## src/rtl/pending_enc_pkg.sv

```systemverilog
// rtl/pending_enc_pkg.sv - shared constants and types for the pending request encoder
package pending_enc_pkg;

    localparam int N_REQ = 32;
    localparam int IDX_W = $clog2(N_REQ);

    typedef enum logic {
        IDLE    = 1'b0,
        PRESENT = 1'b1
    } state_e;

    function automatic logic [N_REQ-1:0] idx_onehot(input logic [IDX_W-1:0] idx);
        return {{(N_REQ-1){1'b0}}, 1'b1} << idx;
    endfunction

endpackage

```

## src/rtl/priority_encoder_32to5.sv

```systemverilog
// rtl/priority_encoder_32to5.sv - find first set bit at or above a start pointer, wrapping
module priority_encoder_32to5
    import pending_enc_pkg::*;
(
    input  logic [N_REQ-1:0] vec,
    input  logic [IDX_W-1:0] ptr,
    output logic [IDX_W-1:0] idx,
    output logic             found
);

    logic [N_REQ-1:0] rot;
    logic [IDX_W-1:0] pos;

    // Rotate so that bit ptr lands at position 0, then a plain lowest-bit search is round-robin.
    always_comb begin
        rot = '0;
        for (int i = 0; i < N_REQ; i++) begin
            logic [IDX_W-1:0] j;
            j      = IDX_W'(i) + ptr;
            rot[i] = vec[j];
        end
    end

    always_comb begin
        pos   = '0;
        found = 1'b0;
        for (int i = N_REQ - 1; i >= 0; i--) begin
            if (rot[i]) begin
                pos   = IDX_W'(i);
                found = 1'b1;
            end
        end
    end

    assign idx = pos + ptr;

endmodule

```

## src/rtl/pending_encoder_32to5.sv

```systemverilog
// rtl/pending_encoder_32to5.sv - collects request strobes and issues one pending index per handshake
module pending_encoder_32to5
    import pending_enc_pkg::*;
#(
    parameter int RR_EN = 0
) (
    input  logic             clk,
    input  logic             rst,
    input  logic             enable,
    input  logic [N_REQ-1:0] req,
    input  logic             clr_all,
    output logic             out_valid,
    input  logic             out_ready,
    output logic [IDX_W-1:0] out_idx,
    output logic [N_REQ-1:0] pending,
    output logic             busy
);

    state_e           state;
    logic [IDX_W-1:0] ptr;
    logic [IDX_W-1:0] ptr_nxt;
    logic [IDX_W-1:0] sel_ptr;
    logic [IDX_W-1:0] sel_idx;
    logic             sel_found;
    logic             hs;
    logic [N_REQ-1:0] clear_mask;
    logic [N_REQ-1:0] pending_nxt;

    assign hs = out_valid && out_ready;

    // New requests are ORed in after the clear so a re-request of the accepted index re-arms it.
    always_comb begin
        clear_mask  = hs ? idx_onehot(out_idx) : '0;
        pending_nxt = (pending & ~clear_mask) | (enable ? req : '0);
        ptr_nxt     = hs ? out_idx + IDX_W'(1) : ptr;
    end

    assign sel_ptr = (RR_EN != 0) ? ptr_nxt : '0;

    priority_encoder_32to5 u_prio (
        .vec   (pending_nxt),
        .ptr   (sel_ptr),
        .idx   (sel_idx),
        .found (sel_found)
    );

    always_ff @(posedge clk) begin
        if (rst) begin
            state     <= IDLE;
            pending   <= '0;
            out_valid <= 1'b0;
            out_idx   <= '0;
            ptr       <= '0;
        end else if (clr_all) begin
            state     <= IDLE;
            pending   <= '0;
            out_valid <= 1'b0;
        end else begin
            pending <= pending_nxt;
            ptr     <= ptr_nxt;
            case (state)
                IDLE: begin
                    if (sel_found) begin
                        out_idx   <= sel_idx;
                        out_valid <= 1'b1;
                        state     <= PRESENT;
                    end
                end
                PRESENT: begin
                    // Without a handshake the presented index is frozen, even against higher priority arrivals.
                    if (hs) begin
                        if (sel_found) begin
                            out_idx <= sel_idx;
                        end else begin
                            out_valid <= 1'b0;
                            state     <= IDLE;
                        end
                    end
                end
                default: begin
                    state     <= IDLE;
                    out_valid <= 1'b0;
                end
            endcase
        end
    end

    assign busy = out_valid | (|pending);

endmodule

```

## config.mk

```make
export PLATFORM = sky130hd
export DESIGN_NAME = pending_encoder_32to5
export DESIGN_NICKNAME = d
export VERILOG_FILES = /design/src/rtl/pending_enc_pkg.sv /design/src/rtl/priority_encoder_32to5.sv /design/src/rtl/pending_encoder_32to5.sv
export SDC_FILE = /design/constraint.sdc
export NUM_CORES = 1
export LEC_CHECK = 0
export CAP_MARGIN = 20
export CELL_PAD_IN_SITES_DETAIL_PLACEMENT = 1
export CELL_PAD_IN_SITES_GLOBAL_PLACEMENT = 1
export CORE_ASPECT_RATIO = 0.9
export CORE_MARGIN = 5
export CORE_UTILIZATION = 35
export CTS_CLUSTER_SIZE = 14
export DETAILED_ROUTE_END_ITERATION = 8
export PLACE_DENSITY_LB_ADDON = 0.1
export SLEW_MARGIN = 20
export SYNTH_ARGS = -nofsm -noshare
export SYNTH_HDL_FRONTEND = slang
export SYNTH_SLANG_ARGS = --single-unit
```

## constraint.sdc

```tcl
create_clock -name clk -period 8 [get_ports clk]
set_clock_uncertainty 0.1 [all_clocks]
set_input_delay 0.8 -clock clk [delete_from_list [all_inputs] [get_ports clk]]
set_output_delay 0.8 -clock clk [all_outputs]
set_load 0.03 [all_outputs]
```

==> summary.txt <==
Synthesis
  – Seq cells post-synth: 39
  – Post-Syn Instances: 298
  – Sequential share of the synthesized area: 0.342
  – EDFF count, synth: 0
  – Top post-synthesis cells by area: dfxtp_1, nand2_1, a21oi_1, o21ai_0, nor2_1
  – Main synth FF type: dfxtp_1
  – Top cell type's share of synthesized area: 0.342
  – Top-count cell post-synth: nand2_1
  – Post-synth top area cell: dfxtp_1
  – Unique masters post-synth: 58
  – Commonest cells post-synth: nand2_1, dfxtp_1, a21oi_1
  – Syn nets: roughly 340
  – Syn Area/Cell: 7.67 sq um
  – Cell Area, Synth: roughly 2300 sq um
  – Ys Warns: 0
  – Fraction of registers with async set/reset: 0

Worst hold path
  – Worst Hold Path EP: state$_SDFF_PP0_
  – WHS Path Cells: 2
  – Worst Hold Class: flip-flop to flip-flop
  – Hold path startpoint: state$_SDFF_PP0_

Global route
  – Grt ovf: 0
  – First-pass GRT wire length: about 14 mm
  – GRT Total Usage: 0.220
  – Vias in the first global route: roughly 2.7k
  – Maximum number of pins on one net before global-route repair: 38
  – Antenna violations before repair: 0

Clocking
  – Clock-pin slew on the worst setup and hold paths: ~80 ps
  – CTS resizes: 0
  – CTS root buf: clkbuf_8
  – Clock Sinks: 39
  – H-tree levels: 2
  – Clk buf depth: 2
  – TritonCTS Buffers: 5
  – Clk Latency, worst-skew pair: approximately 300 ps
  – CTS tree: built
  – Cts hold-fix bufs: 0
  – Setup Fix Bufs, Post-CTS: 0

Die
  – Die X: approximately 95 um
  – Die Y: around 87 um
  – Initial Utilization: 0.353
  – Core area: between 6000 and 7000 sq um
  – Rows: 28
  – Die area: 8250 sq um
  – Ports: 76

Detailed routing
  – Drt first pass iters: 4
  – DRC Markers: 0
  – Avg Vias per Cell: approximately 5.7
  – 1st-iter DRT viols: 133
  – Routed Antenna Nets: 0
  – Routed len/inst: between 15 and 20 um
  – Via count: ~2.6k
  – Final WL: roughly 8.9 mm

Worst setup path
  – Worst EP required: just over 8000 ps
  – Crit path arrival time: ~3800 ps
  – Reg2reg setup slack: approximately 4500 ps
  – Family with the most delay on the worst path: simple AND/OR/NAND/NOR gates
  – CP peak stage delay: ~600 ps
  – Startpoint Class: primary input
  – CP Capture Type: flip-flop
  – Buffers plus inverters on the worst setup path: 1
  – Crit path max fanout: 11
  – Critical-path cell list: clkdlybuf4s50_1 -> nand4b_1 -> o41ai_1 -> nand4_1 -> nor4_4 -> nand3_2 -> o31ai_4 -> a311oi_1 -> a31o_1
  – Cell at the slowest stage of the critical path: clkdlybuf4s50_1
  – R2R Path Start: out_idx[0]$_SDFFE_PP0P_
  – Worst reg2reg path endpoint: out_idx[2]$_SDFFE_PP0P_
  – R2R cell count: 8
  – CP Class: primary input to flip-flop

Timing
  – Final setup TNS: 0 ps
  – Slew Limit Fails: 0
  – Final Hold Vio Count: 0
  – RSZ-0062 raised after global routing: false
  – # setup viols final: 0
  – Actual slew at the worst max-slew pin: 932 ps
  – Fmax: approximately 270 MHz
  – Period utilization: 0.464
  – Minimum clock period: roughly 3700 ps
  – Max_slew headroom: 0.378

Final layout
  – Non-Filler Instances: 456
  – Nets: a little over 400
  – Layout cell share with drive strength beyond 1: 0.0574
  – Inserted Diodes: 0
  – Area Growth Syn to Fin: 38.2%

Power and ir drop
  – Switching power: approximately 160 uW
  – Pint: about 330 uW
  – Seq pwr share: 0.444
  – Logic pwr share: 0.273
  – Cell Pwr Density: about 160 nW/um^2
  – Clock power share: 0.283
  – P_leak: 0.00112 uW
  – Max IR drop VDD: between 0.00005 and 0.00006 V
  – Sw Ratio: 0.329

Placed design
  – Placed Cells: roughly 450
  – DPL Wire Length: slightly below 7 mm
  – Routability congestion estimate: between 0.8 and 0.9
  – PortBufs: 75

Status
  – Status: finished, final reports clean

Job
  – Max_cap viols: 0
-- cell usage in the layout, fill, tap and decap left out, drive strengths merged, types with 4 or more instances in the layout --
| master | Yosys | layout |
|---|---|---|
| o31ai | 4 | 4 |
| o31a | 5 | 5 |
| nand3 | 11 | 11 |
| a22oi | 4 | 4 |
| nor4 | 11 | 11 |
| o21ai | 26 | 26 |
| and2 | 8 | 8 |
| a31oi | 4 | 4 |
| dfxtp | 39 | 39 |
| mux2i | 4 | 4 |
| inv | 5 | 5 |
| nor3 | 8 | 8 |
| nand4 | 6 | 6 |
| nor2 | 25 | 25 |
| o21a | 11 | 11 |
| clkbuf | 12 | 6 |
| a21oi | 26 | 26 |
| nand2 | 45 | 45 |
| clkdlybuf4s50 | 0 | 75 |
-- metal layers --
metal | part of all wire | GRT usage
met5 | 0 | 0
met4 | 0.012 | 0.0629
met3 | 0.046 | 0.0382
met2 | 0.49 | 0.378
met1 | 0.45 | 0.282
-- through the flow --
stage	hold slack [ps]	util	cell area [sq um]	setup WS [ps]	power [uW]
after floorplan	364	-	2280	5100	298
after global placement	385	0.474	3070	4100	353
after detailed placement	395	0.474	3070	4010	355
after CTS	406	0.487	3160	4310	493
after global routing	419	0.487	3160	4040	515
final	409	0.487	3160	4290	490
-- worst min-delay path, delay by kind of cell, from the launching register on --
family | cells | cell delay [ps]
AO/OA/AOI/OAI | 1 | 60
flip-flops | 1 | 340
AND/OR/NAND/NOR | 1 | 60
-- worst max-delay path by stage --
stage                   start                 endpoint  slack, ps  cells after the start
detailed placement  out_ready  out_idx[2]$_SDFFE_PP0P_       4010                      9
global route        out_ready  out_idx[1]$_SDFFE_PP0P_       4040                      9
floorplan           out_ready  out_idx[1]$_SDFFE_PP0P_       5100                      9
CTS                 out_ready  out_idx[1]$_SDFFE_PP0P_       4310                      9
finish              out_ready  out_idx[2]$_SDFFE_PP0P_       4290                      9
global placement    out_ready  out_idx[1]$_SDFFE_PP0P_       4100                      9
-- power by group through the flow --
stage	combinational, uW	clock [uW]	sequential (uW)
final	134	139	218
after global routing	144	151	219
after CTS	134	141	217
after detailed placement	133	0	222
after global placement	131	0	222
after floorplan	67.9	0	230
-- registers in the layout, summed over array words and instances (netlist names) --
register / count
state: 1
pending: 32
out_idx: 5
out_valid: 1
-- cells by family (layout without fill, tap and decap cells) --
kind of cell | after synthesis | count (layout) | share of synthesized area
compound gates | 102 | 102 | 0.291
buf+inv | 20 | 88 | 0.0460
flops | 39 | 39 | 0.342
mux | 4 | 4 | 0.0175
simple gates | 133 | 133 | 0.303
-- cell type report --
cell class / count / area, sq um
fill: 813 / 3320
multi-input combinational: 239 / 1400
sequential: 39 / 781
timing repair buffer: 76 / 758
tap: 90 / 113
clock buffer: 6 / 82.6
inverter: 5 / 18.8
clock inverter: 1 / 5.00
No activity file was read; power rests on OpenSTA's default activity.
